<file path="config.mk">
export PLATFORM = sky130hd
export DESIGN_NAME = rst_ctrl_mc
export DESIGN_NICKNAME = d
export VERILOG_FILES = /design/src/rtl/rst_ctrl_pkg.sv /design/src/rtl/rst_ctrl_regs.sv /design/src/rtl/rst_ctrl_mc.sv
export SDC_FILE = /design/constraint.sdc
export NUM_CORES = 1
export LEC_CHECK = 0
export CAP_MARGIN = 10
export CORE_MARGIN = 4
export CORE_UTILIZATION = 45
export CTS_BUF_LIST = sky130_fd_sc_hd__clkbuf_4
export DETAILED_ROUTE_END_ITERATION = 10
export PLACE_DENSITY = 0.87
export RECOVER_POWER = 100
export SETUP_SLACK_MARGIN = 0.3
export SKIP_CTS_REPAIR_TIMING = 1
export SLEW_MARGIN = 5
export SYNTH_ARGS = -nofsm -noshare
export SYNTH_HDL_FRONTEND = slang
export SYNTH_SLANG_ARGS = --single-unit
</file>
<file path="constraint.sdc">
create_clock -name pclk -period 3.4 [get_ports pclk]
set_input_delay 0.68 -clock pclk [delete_from_list [all_inputs] [get_ports pclk]]
set_output_delay 0.68 -clock pclk [all_outputs]
set_load 0.1 [all_outputs]
</file>
<file path="src/rtl/rst_ctrl_pkg.sv">
// rtl/rst_ctrl_pkg.sv - shared constants, FSM encoding and RRS bit helpers for rst_ctrl_mc
package rst_ctrl_pkg;

  // APB byte offsets
  localparam logic [7:0] ADDR_SRW     = 8'h00;
  localparam logic [7:0] ADDR_RRS     = 8'h04;
  localparam logic [7:0] ADDR_MASK    = 8'h08;
  localparam logic [7:0] ADDR_STRETCH = 8'h0C;
  localparam logic [7:0] ADDR_LOCK    = 8'h10;

  localparam logic [31:0] SRW_KEY_DEF = 32'h20190114;

  typedef enum logic [1:0] {
    ST_IDLE    = 2'd0,
    ST_ASSERT  = 2'd1,
    ST_STRETCH = 2'd2
  } state_t;

  // RRS layout: [n-1:0] sources, [n] software, [n+1] POR
  function automatic int rrs_sw_idx(input int num_src);
    return num_src;
  endfunction

  function automatic int rrs_por_idx(input int num_src);
    return num_src + 1;
  endfunction

endpackage

</file>
<file path="src/rtl/rst_ctrl_regs.sv">
// rtl/rst_ctrl_regs.sv - APB decode, MASK/STRETCH/LOCK/RRS storage and read mux
//
// Ports: pclk/prst_n clock and POR; psel/penable/pwrite/paddr/pwdata/prdata APB slave;
//   sw_key_wr pulses on a key write to SRW; rrs_load replaces RRS with rrs_val,
//   rrs_set ORs rrs_val into RRS; mask/stretch are the current register values.
// Optional: RST_CTRL_LOCK_EN adds the LOCK register at 0x10.
module rst_ctrl_regs
  import rst_ctrl_pkg::*;
#(
  parameter int          NUM_SRC     = 4,
  parameter int          STRETCH_W   = 8,
  parameter int          STRETCH_DEF = 16,
  parameter logic [31:0] SRW_KEY     = SRW_KEY_DEF
) (
  input  logic                 pclk,
  input  logic                 prst_n,
  input  logic                 psel,
  input  logic                 penable,
  input  logic                 pwrite,
  input  logic [7:0]           paddr,
  input  logic [31:0]          pwdata,
  output logic [31:0]          prdata,
  output logic                 sw_key_wr,
  input  logic                 rrs_load,
  input  logic                 rrs_set,
  input  logic [NUM_SRC+1:0]   rrs_val,
  output logic [NUM_SRC-1:0]   mask,
  output logic [STRETCH_W-1:0] stretch
);

  localparam int RW = NUM_SRC + 2;
  localparam logic [STRETCH_W-1:0] STRETCH_RST = STRETCH_W'(STRETCH_DEF);
  localparam logic [RW-1:0] RRS_RST = RW'(1) << rrs_por_idx(NUM_SRC);

  logic           wr, rd, locked;
  logic [RW-1:0]  rrs_q, rrs_d, w1c;
  logic [NUM_SRC-1:0]   mask_q, mask_d;
  logic [STRETCH_W-1:0] stretch_q, stretch_d;

  assign wr = psel & penable & pwrite;
  assign rd = psel & penable & ~pwrite;

  assign sw_key_wr = wr && (paddr == ADDR_SRW) && (pwdata == SRW_KEY);
  assign w1c = (wr && (paddr == ADDR_RRS)) ? pwdata[RW-1:0] : '0;

`ifdef RST_CTRL_LOCK_EN
  logic lock_q, lock_d;
  assign lock_d = lock_q | (wr && (paddr == ADDR_LOCK) && pwdata[0]);
  assign locked = lock_q;
  always_ff @(posedge pclk or negedge prst_n) begin
    if (!prst_n) lock_q <= 1'b0;
    else         lock_q <= lock_d;
  end
`else
  assign locked = 1'b0;
`endif

  always_comb begin
    // A cause recorded this cycle beats a simultaneous W1C of the same bit
    rrs_d = (rrs_q & ~w1c) | (rrs_set ? rrs_val : '0);
    if (rrs_load) rrs_d = rrs_val;

    mask_d = mask_q;
    if (wr && (paddr == ADDR_MASK) && !locked) mask_d = pwdata[NUM_SRC-1:0];

    stretch_d = stretch_q;
    if (wr && (paddr == ADDR_STRETCH) && !locked) stretch_d = pwdata[STRETCH_W-1:0];
  end

  always_ff @(posedge pclk or negedge prst_n) begin
    if (!prst_n) begin
      rrs_q     <= RRS_RST;
      mask_q    <= '1;
      stretch_q <= STRETCH_RST;
    end else begin
      rrs_q     <= rrs_d;
      mask_q    <= mask_d;
      stretch_q <= stretch_d;
    end
  end

  always_comb begin
    prdata = '0;
    if (rd) begin
      case (paddr)
        ADDR_RRS:     prdata[RW-1:0]        = rrs_q;
        ADDR_MASK:    prdata[NUM_SRC-1:0]   = mask_q;
        ADDR_STRETCH: prdata[STRETCH_W-1:0] = stretch_q;
`ifdef RST_CTRL_LOCK_EN
        ADDR_LOCK:    prdata[0]             = lock_q;
`endif
        default:      prdata = '0;
      endcase
    end
  end

  assign mask    = mask_q;
  assign stretch = stretch_q;

endmodule

</file>
<file path="src/rtl/rst_ctrl_mc.sv">
// rtl/rst_ctrl_mc.sv - multi-source reset controller with keyed software reset and release stretch
//
// Ports: pclk clock; prst_n POR (async assert, active-low); psel/penable/pwrite/paddr/
//   pwdata/prdata/pready APB slave (pready tied 1); rst_src_n active-low requests already
//   synchronised to pclk; sys_rst_n registered active-low system reset.
// Optional: RST_CTRL_LOCK_EN adds the LOCK register (0x10) freezing MASK/STRETCH.
module rst_ctrl_mc
  import rst_ctrl_pkg::*;
#(
  parameter int          NUM_SRC     = 4,
  parameter int          STRETCH_W   = 8,
  parameter int          STRETCH_DEF = 16,
  parameter logic [31:0] SRW_KEY     = SRW_KEY_DEF
) (
  input  logic               pclk,
  input  logic               prst_n,
  input  logic               psel,
  input  logic               penable,
  input  logic               pwrite,
  input  logic [7:0]         paddr,
  input  logic [31:0]        pwdata,
  output logic [31:0]        prdata,
  output logic               pready,
  input  logic [NUM_SRC-1:0] rst_src_n,
  output logic               sys_rst_n
);

  localparam int RW     = NUM_SRC + 2;
  localparam int SW_IDX = rrs_sw_idx(NUM_SRC);

  logic [NUM_SRC-1:0]   mask, act_vec;
  logic [STRETCH_W-1:0] stretch, stretch_load;
  logic                 act, sw_key_wr, sw_req;
  logic                 rrs_load, rrs_set;
  logic [RW-1:0]        rrs_val;

  state_t               state_q, state_d;
  logic [STRETCH_W-1:0] cnt_q, cnt_d;
  logic                 por_pend_q, por_pend_d;
  logic                 sys_rst_n_q, sys_rst_n_d;

  rst_ctrl_regs #(
    .NUM_SRC    (NUM_SRC),
    .STRETCH_W  (STRETCH_W),
    .STRETCH_DEF(STRETCH_DEF),
    .SRW_KEY    (SRW_KEY)
  ) u_regs (
    .pclk     (pclk),
    .prst_n   (prst_n),
    .psel     (psel),
    .penable  (penable),
    .pwrite   (pwrite),
    .paddr    (paddr),
    .pwdata   (pwdata),
    .prdata   (prdata),
    .sw_key_wr(sw_key_wr),
    .rrs_load (rrs_load),
    .rrs_set  (rrs_set),
    .rrs_val  (rrs_val),
    .mask     (mask),
    .stretch  (stretch)
  );

  assign pready       = 1'b1;
  assign act_vec      = ~rst_src_n & mask;
  assign act          = |act_vec;
  assign sw_req       = sw_key_wr && (state_q == ST_IDLE);
  assign stretch_load = (stretch == '0) ? STRETCH_W'(1) : stretch;

  always_comb begin
    state_d    = state_q;
    cnt_d      = cnt_q;
    por_pend_d = por_pend_q;
    rrs_load   = 1'b0;
    rrs_set    = 1'b0;
    rrs_val    = '0;
    case (state_q)
      ST_IDLE: begin
        if (act) begin
          state_d              = ST_ASSERT;
          rrs_load             = 1'b1;
          rrs_val[NUM_SRC-1:0] = act_vec;
          por_pend_d           = 1'b0;
        end else if (sw_req) begin
          state_d         = ST_STRETCH;
          cnt_d           = stretch_load;
          rrs_load        = 1'b1;
          rrs_val[SW_IDX] = 1'b1;
          por_pend_d      = 1'b0;
        end else if (por_pend_q) begin
          // First cycle after POR: hold the system in reset for a full stretch;
          // RRS already holds the POR cause from its reset value.
          state_d    = ST_STRETCH;
          cnt_d      = stretch_load;
          por_pend_d = 1'b0;
        end
      end
      ST_ASSERT: begin
        rrs_set              = 1'b1;
        rrs_val[NUM_SRC-1:0] = act_vec;
        if (!act) begin
          state_d = ST_STRETCH;
          cnt_d   = stretch_load;
        end
      end
      ST_STRETCH: begin
        if (act) begin
          state_d              = ST_ASSERT;
          rrs_set              = 1'b1;
          rrs_val[NUM_SRC-1:0] = act_vec;
        end else if (cnt_q <= STRETCH_W'(1)) begin
          state_d = ST_IDLE;
        end else begin
          cnt_d = cnt_q - STRETCH_W'(1);
        end
      end
      default: state_d = ST_IDLE;
    endcase
    // Registered from next state so a request seen in cycle N drops reset in N+1
    sys_rst_n_d = (state_d == ST_IDLE);
  end

  always_ff @(posedge pclk or negedge prst_n) begin
    if (!prst_n) begin
      state_q     <= ST_IDLE;
      cnt_q       <= '0;
      por_pend_q  <= 1'b1;
      sys_rst_n_q <= 1'b0;
    end else begin
      state_q     <= state_d;
      cnt_q       <= cnt_d;
      por_pend_q  <= por_pend_d;
      sys_rst_n_q <= sys_rst_n_d;
    end
  end

  assign sys_rst_n = sys_rst_n_q;

endmodule
</file>
==> results_dict.tcl, run 1 <==
set metrics [dict create \
    reg2reg_depth 8 \
    cts.sinks 30 \
    crit_type "input pin to primary output" \
    ios 83 \
    synth_common_cells "nor2_1, buf_4, dfrtp_1" \
    clk_root_buffer_cell "clkbuf_4" \
    setup_slack_ns 0.305 \
    synth-seq-area-share_pct 36.4 \
    fin_nets 340 \
    critPathMaxStageDelay_ns 0.53 \
    whs_path_depth 1 \
    rows 24 \
    reg2reg_slack_ns 0.78 \
    crit_end "prdata[5]" \
    synth_area_per_cell_sq_um 9.08 \
    slew_viol_final 31 \
    grt.busiest_layer "met2" \
    synth_xor_area_share_pct 0 \
    drt_wl_total_um 5320 \
    status "complete, but fails checks" \
    grt_pass1_vias 1774 \
    synth_ff_type "dfrtp_1" \
    p_leak_nw 1.17 \
    cp-end-kind "primary output" \
    start_kind "input pin" \
    viasPerCell 5.53 \
    synth_cell_types 47 \
    critPathSlowestCell "dlygate4sd3_1" \
    hold_path.class "register to register" \
    die-area_sq_um 5790 \
    synth_top_area_share_pct 27.6 \
    n_antenna_cell 0 \
    timing.rr.start "state_q[1]$_DFF_PN0_" \
    slew_headroom_pct -1.50 \
    path_depth 6 \
    tritoncts "done" \
    core_sq_um 4410 \
    clock.fmax_ghz 0.323 \
    synth_cells 230 \
    synth_edf_count 0 \
    clock_latency_ns 0.33 \
    r2r-end "cnt_q[0]$_DFFE_PN0P_" \
    drc 0 \
    cp_max_fo 4 \
    ctsHtreeMaxLevel 2 \
    peakVddDrop_mv 0.349 \
    firstDrtPassIters 5 \
    wl_per_cell_um 15.7 \
    crit_path_frequent_cell "nor2_1" \
    setup_viol 0 \
    synth_most_common_cell "nor2_1" \
    grt.met2_usage_pct 31.9 \
    met1_usage_pct 21.5 \
    violations "max-capacitance violations, max-slew violations" \
    required_ns 2.72 \
    synth_area_sq_um 2090 \
    holdWs_ns 0.508 \
    period_minus_slack_ns 3.10 \
    synth_area_leaders "dfrtp_1, buf_4, dfstp_2" \
    power_density_nw_per_um2 486 \
    drive_gt1_share_pct 14.0 \
    synth_warnings 0 \
    io_buffers 57 \
    first_iter_violations 172 \
    die_w_um 76.1 \
    finalCritPeriodShare_pct 91.0 \
    clk_pin_slew_ns 0.09 \
    ant_nets 0 \
    use_met3_pct 6.38 \
    arrival_ns 2.42 \
    tightest_slew_ns 1.52 \
    synthAdderAreaFrac_pct 3.59 \
    syn_to_final_growth_pct 29.3 \
    place_congestion 0.851 \
    critPathLaunch "paddr[1]" \
    async_flop_share_pct 100 \
    synth-compound-area-share_pct 17.0 \
    fin_util_pct 61.2 \
    vias 1868 \
    crit_chain "dlygate4sd3_1 > nor2_1 > and3_1 > nand3_1 > nor2_1 > clkbuf_2" \
    cap_violations 1 \
    grt_max_degree 31 \
    final.setup_skew_ns 0.0121 \
    clockBufferDepth 2 \
    overflow 0 \
    synth_top_family_by_area "simple AND/OR/NAND/NOR gates" \
    yosys.area.top_type "dfrtp_1" \
    die_y_um 76.1 \
    yosys.area_share.simple_pct 20.7 \
    fin_tns_setup_ns 0 \
    dp_slack_ns 0.308 \
    track_usage_pct 18.5 \
    critical-path-top-delay-family "buffers and inverters" \
    ys_ff_latch 30 \
    dp_hpwl_um 4260 \
    rsz0062_at_grt "no" \
    grt_pass1_wl_um 8820 \
    crit_buf_inv 2 \
    place_area_sq_um 2680 \
    cts_buffers 5 \
    synthMuxAreaShare_pct 9.35 \
    antenna_found_initial 0 \
    finalInstanceArea_sq_um 2700 \
    initial_utilization_pct 47.3 \
    finalHoldViolations 0 \
]
==> power breakdown <==
group	switching [mW]	leakage [nW]	internal [mW]
registers	0.0593	0.377	0.417
clock network	0.121	0.0354	0.0865
logic	0.404	0.757	0.223
==> kinds of logic after synthesis <==
logic type,after synthesis
fa+ha+maj,6
other cells,2
compound gates,50
mux,18
buf+inv,43
simple gates,81
flops,30
==> per-stage QoR <==
stage	power, mW	cells
global placement	1.10	330
CTS	1.33	338
global route	1.42	338
detailed placement	1.11	330
finish	1.31	338
floorplan	1.00	253
==> worst min path at each step <==
| stage | startpoint | endpoint |
|---|---|---|
| 2_1_floorplan | prst_n | cnt_q[0]$_DFFE_PN0P_ |
| 3_3_place_gp | u_regs.rrs_q[5]$_DFF_PN1_ | u_regs.rrs_q[5]$_DFF_PN1_ |
| 3_5_place_dp | u_regs.rrs_q[5]$_DFF_PN1_ | u_regs.rrs_q[5]$_DFF_PN1_ |
| 4_1_cts | u_regs.rrs_q[5]$_DFF_PN1_ | u_regs.rrs_q[5]$_DFF_PN1_ |
| 5_1_grt | u_regs.rrs_q[5]$_DFF_PN1_ | u_regs.rrs_q[5]$_DFF_PN1_ |
| 6_report | u_regs.rrs_q[5]$_DFF_PN1_ | u_regs.rrs_q[5]$_DFF_PN1_ |
==> layout by cell type (no fill, tap or decap), drive strengths merged, types with 6 or more instances in the layout <==
| cell | count |
|---|---|
| clkdlybuf4s50 | 45 |
| nor2 | 32 |
| conb | 25 |
| dfrtp | 23 |
| a21oi | 12 |
| mux2 | 12 |
| inv | 10 |
| nand2 | 10 |
| o21ai | 9 |
| clkbuf | 9 |
| buf | 7 |
| dfstp | 7 |
| nor4 | 7 |
| nor2b | 6 |
| mux2i | 6 |
| ha | 6 |
==> registers in the layout, summed over array words and instances (netlist names) <==
name            count
por_pend_q          1
u_regs.mask         4
sys_rst_n           1
cnt_q               8
u_regs.stretch      8
state_q             2
u_regs.rrs_q        6
==> per-layer routing <==
metal  up-vias  part of all wire (%)
li1        894                     -
met1       885                    40
met2        82                    50
met3         7                   8.3
met4         0                   1.5
met5         -                     0
==> area by class of cell <==
| cell class | instances | area, sq um |
|---|---|---|
| fillers | 367 | 1710 |
| multi-input cells | 180 | 1150 |
| flip-flops and latches | 30 | 759 |
| repair buffers | 58 | 633 |
| well taps | 52 | 65.1 |
| clock buffers | 6 | 45.0 |
| inverters | 10 | 37.5 |
| clock inverters | 2 | 10.0 |
Note: power is estimated with default switching activity, not from simulation.
==> run 2: changes to the inputs <==
REMOVE_ABC_BUFFERS = 1   (was unset)
==> run 2 against run 1 <==
The flow still finishes with violations (max-capacitance violations, max-slew violations). Wire length is 1.1% higher. Flip-flop and latch count stayed put. Non-clock buffer count stayed put. Sequential power is 1% higher. Total power is 0.60% higher. Clock skew is 0.0042 ns higher. Fmax is 0.99% lower. Global-route usage is 0.21 points lower. Count of clock-buffer cells in the layout is 1 lower. Clock power hardly changed. Via count is 0.43% lower. Worst setup slack worse by 0.031 ns. Critical endpoint is now prdata[7]. Largest cell class unchanged.
==> results_dict.tcl, run 2 (synthesis gave the netlist of run 1 again) <==
set metrics [dict create \
    io_buffers 57 \
    fin_tns_setup_ns 0 \
    p_leak_nw 1.16 \
    slew_headroom_pct -7.63 \
    setup_viol 0 \
    crit_type "input pin to primary output" \
    peakVddDrop_mv 0.240 \
    die_w_um 76.1 \
    ctsHtreeMaxLevel 2 \
    setup_slack_ns 0.274 \
    cap_violations 1 \
    antenna_found_initial 0 \
    first_iter_violations 100 \
    fin_nets 340 \
    fin_util_pct 60.3 \
    hold_path.class "register to register" \
    wl_per_cell_um 15.9 \
    syn_to_final_growth_pct 27.4 \
    dp_hpwl_um 4250 \
    vias 1860 \
    die_y_um 76.1 \
    drc 0 \
    post-place-cells 330 \
    reg2reg_slack_ns 0.64 \
    final.setup_skew_ns 0.0162 \
    drt_wl_total_um 5380 \
    arrival_ns 2.45 \
    firstDrtPassIters 4 \
    clockBufferDepth 2 \
    rows 24 \
    required_ns 2.72 \
    clock.fmax_ghz 0.320 \
    drive_gt1_share_pct 12.6 \
    clk_pin_slew_ns 0.11 \
    grt_pass1_wl_um 8850 \
    finalInstanceArea_sq_um 2660 \
    fillers 386 \
    period_minus_slack_ns 3.13 \
    finalPower_mw 1.32 \
    finalHoldViolations 0 \
    rsz0062_at_grt "no" \
    place_congestion 0.895 \
    timing.rr.start "state_q[1]$_DFF_PN0_" \
    cp-end-kind "primary output" \
    grt_max_degree 31 \
    start_kind "input pin" \
    status "complete, but fails checks" \
    viasPerCell 5.50 \
    clk_root_buffer_cell "clkbuf_4" \
    cts.sinks 30 \
    grt_pass1_vias 1853 \
    tritoncts "done" \
    ant_nets 0 \
    final_cell_mix "clkdlybuf4s50_1, nor2_1, conb_1" \
    final_common_cell "clkdlybuf4s50_1" \
    track_usage_pct 18.3 \
    tightest_slew_ns 1.61 \
    holdWs_ns 0.510 \
    whs_path_depth 1 \
    cts_buffers 5 \
    violations "max-capacitance violations, max-slew violations" \
    initial_utilization_pct 47.3 \
    die-area_sq_um 5790 \
    core_sq_um 4410 \
    ios 83 \
    clock_latency_ns 0.33 \
    overflow 0 \
    finalCritPeriodShare_pct 92.0 \
    hold_start "u_regs.rrs_q[5]$_DFF_PN1_" \
    r2r-end "u_regs.rrs_q[2]$_DFF_PN0_" \
    place_area_sq_um 2670 \
    min_to "u_regs.rrs_q[5]$_DFF_PN1_" \
    slew_viol_final 31 \
    dp_slack_ns 0.383 \
    power_density_nw_per_um2 496 \
    cp_max_fo 11 \
    reg2reg_depth 8 \
    final_cells 338 \
    n_antenna_cell 0 \
]
run 2: report_power, final:
part / leakage, nW / internal [mW] / switching, mW / total [mW]
Clock: 0.0286 / 0.0768 / 0.128 / 0.205
Combinational: 0.750 / 0.223 / 0.409 / 0.632
Sequential: 0.377 / 0.417 / 0.0657 / 0.483
run 2: layout make-up:
class	instances	area, sq um	share of cell area, %
Clock buffer	5	37.5	1.41
Clock inverter	3	16.3	0.611
Inverter	10	37.5	1.41
Multi-Input combinational cell	180	1140	42.9
Sequential cell	30	759	28.5
Tap cell	52	65.1	2.44
Timing Repair Buffer	58	603	22.7
run 2: per-layer routing:
layer / global-route usage, % / wire length, um / vias to the layer above
li1: - / - / 889
met1: 21.2 / 2230 / 894
met2: 32.4 / 2720 / 73
met3: 6.38 / 392 / 4
met4: 3.67 / 31 / 0
met5: 0 / 0 / -
run 2: worst max-delay path by stage:
| stage | startpoint | to | slack [ns] | cells past startpoint |
|---|---|---|---|---|
| final | paddr[2] | prdata[7] | 0.27 | 5 |
| after global routing | paddr[2] | prdata[7] | 0.18 | 5 |
| after CTS | paddr[2] | prdata[1] | 0.48 | 5 |
| after detailed placement | pwdata[1] | cnt_q[0]$_DFFE_PN0P_ | 0.38 | 7 |
| after global placement | pwdata[1] | cnt_q[5]$_DFFE_PN0P_ | 0.43 | 7 |
| after floorplan | paddr[5] | prdata[0] | 0.29 | 4 |
run 2: critical path, cell delays in order:
cell	delay, ns
dlygate4sd3_1	0.79
nand3_1	0.22
nor2_1	0.17
and2_1	0.14
clkbuf_2	0.45
==> run 3: changes to the inputs <==
CORE_ASPECT_RATIO = 1.25   (was unset)
PLACE_DENSITY = 0.85   (was 0.87)
SLEW_MARGIN = unset   (was 5)
SYNTH_HIERARCHICAL = 1   (was unset)
==> run 3 against run 2 <==
The run still ends with max-capacitance violations, max-slew violations left. Synthesized cell count rose by 5.7%. Highest routed layer unchanged. Largest cell class unchanged. Cell count up 8.0%. Sequential power down 9.5%. Die area rose by 8.8%. Total power fell by 0.22%. Cell area rose by 11%. Combinational power is 4.4% higher. Flip-flop and latch count stayed put. Non-clock buffer count is 4 higher. Worst hold slack better by 0.051 ns. Synthesized area rose by 9.8%.
==> results_dict.tcl, run 3 <==
set metrics [dict create \
    status "complete, but fails checks" \
    violations "max-capacitance violations, max-slew violations" \
    setup_viol 0 \
    io_buffers 57 \
    track_usage_pct 19.8 \
    synth_common_cells "buf_4, dfrtp_1, nor2_1" \
    die-area_sq_um 6310 \
    seqPwrFrac_pct 33.2 \
    synth_most_common_cell "buf_4" \
    synth_xor_area_share_pct 0 \
    slew_headroom_pct -9.81 \
    tightest_slew_ns 1.65 \
    grt_pass1_vias 2050 \
    synth_top_area_share_pct 25.1 \
    clk_pin_slew_ns 0.09 \
    cp-end-kind "primary output" \
    ys_ff_latch 30 \
    critPathMaxStageDelay_ns 0.56 \
    synth_top_family_by_area "simple AND/OR/NAND/NOR gates" \
    cap_violations 1 \
    pwr-share-comb_pct 50.2 \
    fin_nets 360 \
    synth-compound-area-share_pct 17.0 \
    synth_ff_type "dfrtp_1" \
    first_iter_violations 150 \
    viasPerCell 5.45 \
    grt_max_degree 31 \
    swShare_pct 45.2 \
    synth_area_leaders "dfrtp_1, buf_4, dfstp_2" \
    place_area_sq_um 2920 \
    wl_per_cell_um 15.9 \
    arrival_ns 2.47 \
    finalCritPeriodShare_pct 92.7 \
    p_clk_share_pct 16.6 \
    n_antenna_cell 0 \
    timing.rr.start "state_q[0]$_DFF_PN0_" \
    rows 28 \
    cts_buffers 5 \
    min_to "cnt_q[2]$_DFFE_PN0P_" \
    r2r-end "cnt_q[2]$_DFFE_PN0P_" \
    async_flop_share_pct 100 \
    synth_cell_types 54 \
    final_common_cell "clkdlybuf4s50_1" \
    ios 83 \
    synth_area_sq_um 2290 \
    grt_pass1_wl_um 9580 \
    ctsHtreeMaxLevel 2 \
    dp_hpwl_um 4680 \
    final_cell_mix "clkdlybuf4s50_1, conb_1, dfrtp_1" \
    required_ns 2.72 \
    clock_latency_ns 0.35 \
    synth_area_per_cell_sq_um 9.43 \
    die_y_um 87.8 \
    post-place-cells 357 \
    whs_path_depth 1 \
    synthMuxAreaShare_pct 8.73 \
    rsz0062_at_grt "no" \
    firstDrtPassIters 4 \
    antenna_found_initial 0 \
    fillers 416 \
    slew_viol_final 31 \
    clk_root_buffer_cell "clkbuf_4" \
    fin_util_pct 61.0 \
    critPathSlowestCell "dlygate4sd3_1" \
    holdWs_ns 0.561 \
    drt_wl_total_um 5810 \
    crit_type "input pin to primary output" \
    hold_path.class "register to register" \
    drc 0 \
    finalInstanceArea_sq_um 2950 \
    ant_nets 0 \
    cp_max_fo 4 \
    core_sq_um 4830 \
    reg2reg_depth 6 \
    tritoncts "done" \
    clock.fmax_ghz 0.317 \
    p_int_mw 0.722 \
    vias 1990 \
    synthAdderAreaFrac_pct 3.82 \
    finalHoldViolations 0 \
    overflow 0 \
    die_w_um 71.8 \
    final.setup_skew_ns 0.0117 \
    synth-seq-area-share_pct 33.1 \
    p_leak_nw 1.23 \
    syn_to_final_growth_pct 28.7 \
    period_minus_slack_ns 3.15 \
    power_density_nw_per_um2 446 \
    place_congestion 0.835 \
    drive_gt1_share_pct 18.7 \
    hold_start "cnt_q[2]$_DFFE_PN0P_" \
    start_kind "input pin" \
    initial_utilization_pct 47.4 \
    yosys.area_share.simple_pct 25.8 \
    synth_warnings 6 \
    peakVddDrop_mv 0.210 \
    yosys.area.top_type "dfrtp_1" \
    power_switching_mw 0.595 \
    crit_chain "dlygate4sd3_1 > nor4b_2 > buf_4 > o2111ai_1 > nor2_1 > buf_12" \
    cts.sinks 30 \
    clockBufferDepth 2 \
    final_cells 365 \
    synth_cells 243 \
    synth_edf_count 0 \
    reg2reg_slack_ns 1.17 \
]
run 3: changes by cell type after synthesis, moves of 5 or more:
cell       previous run  this run
o21ai_0               9        17
nand2b_1              1         8
nor3_1                5        10
a2bb2oi_1             0         6
nor2_1               32        20
a21oi_1              11         4
run 3: area by class of cell:
cell class                 instances  area, sq um  share of cell area, %
clock buffer                       6         45.0                   1.53
clock inverter                     2         10.0                  0.339
inverter                           9         33.8                   1.15
multi-input combinational        196         1350                   45.8
sequential                        30          759                   25.7
tap                               60         75.1                   2.54
timing repair buffer              62          674                   22.9
run 3: metrics by stage:
stage / worst slack [ns] / setup TNS [ns] / total power [mW]
after global placement: 0.0411 / 0 / 1.10
after CTS: 0.319 / 0 / 1.33
after floorplan: 0.0652 / 0 / 0.951
after detailed placement: -0.0562 / -0.280 / 1.11
after global routing: 0.166 / 0 / 1.41
final: 0.250 / 0 / 1.32
run 3: worst max path at each step:
stage	from	to
2_1_floorplan	paddr[4]	prdata[0]
3_3_place_gp	pwdata[3]	cnt_q[5]$_DFFE_PN0P_
3_5_place_dp	pwdata[3]	cnt_q[1]$_DFFE_PN0P_
4_1_cts	pwdata[3]	cnt_q[1]$_DFFE_PN0P_
5_1_grt	paddr[4]	prdata[0]
6_report	paddr[4]	prdata[1]
run 3: power by group through the flow:
stage / Combinational, mW / Sequential [mW] / Clock [mW]
after global routing: 0.721 / 0.444 / 0.240
after detailed placement: 0.670 / 0.443 / 0
after floorplan: 0.489 / 0.461 / 0
after global placement: 0.654 / 0.441 / 0
final: 0.660 / 0.437 / 0.219
after CTS: 0.673 / 0.437 / 0.225
run 3: cells by family after synthesis:
family | Yosys count
muxes | 18
AOI/OAI and AO/OA | 52
other | 3
adders and majority gates | 7
buffers and inverters | 40
and+or+nand+nor | 93
DFF | 30
run 3: critical path, delay by kind of cell:
| family | cells | cell delay (ns) |
|---|---|---|
| buffers and inverters | 3 | 0.94 |
| AND/OR/NAND/NOR | 2 | 0.63 |
| AO/OA/AOI/OAI | 1 | 0.20 |
run 3: routing by layer:
metal	global-route usage [%]	up-vias	wire (um)
met4	8.55	0	132
li1	-	964	-
met2	36.9	81	3100
met1	20.7	936	2200
met5	0	-	0
met3	5.17	9	386
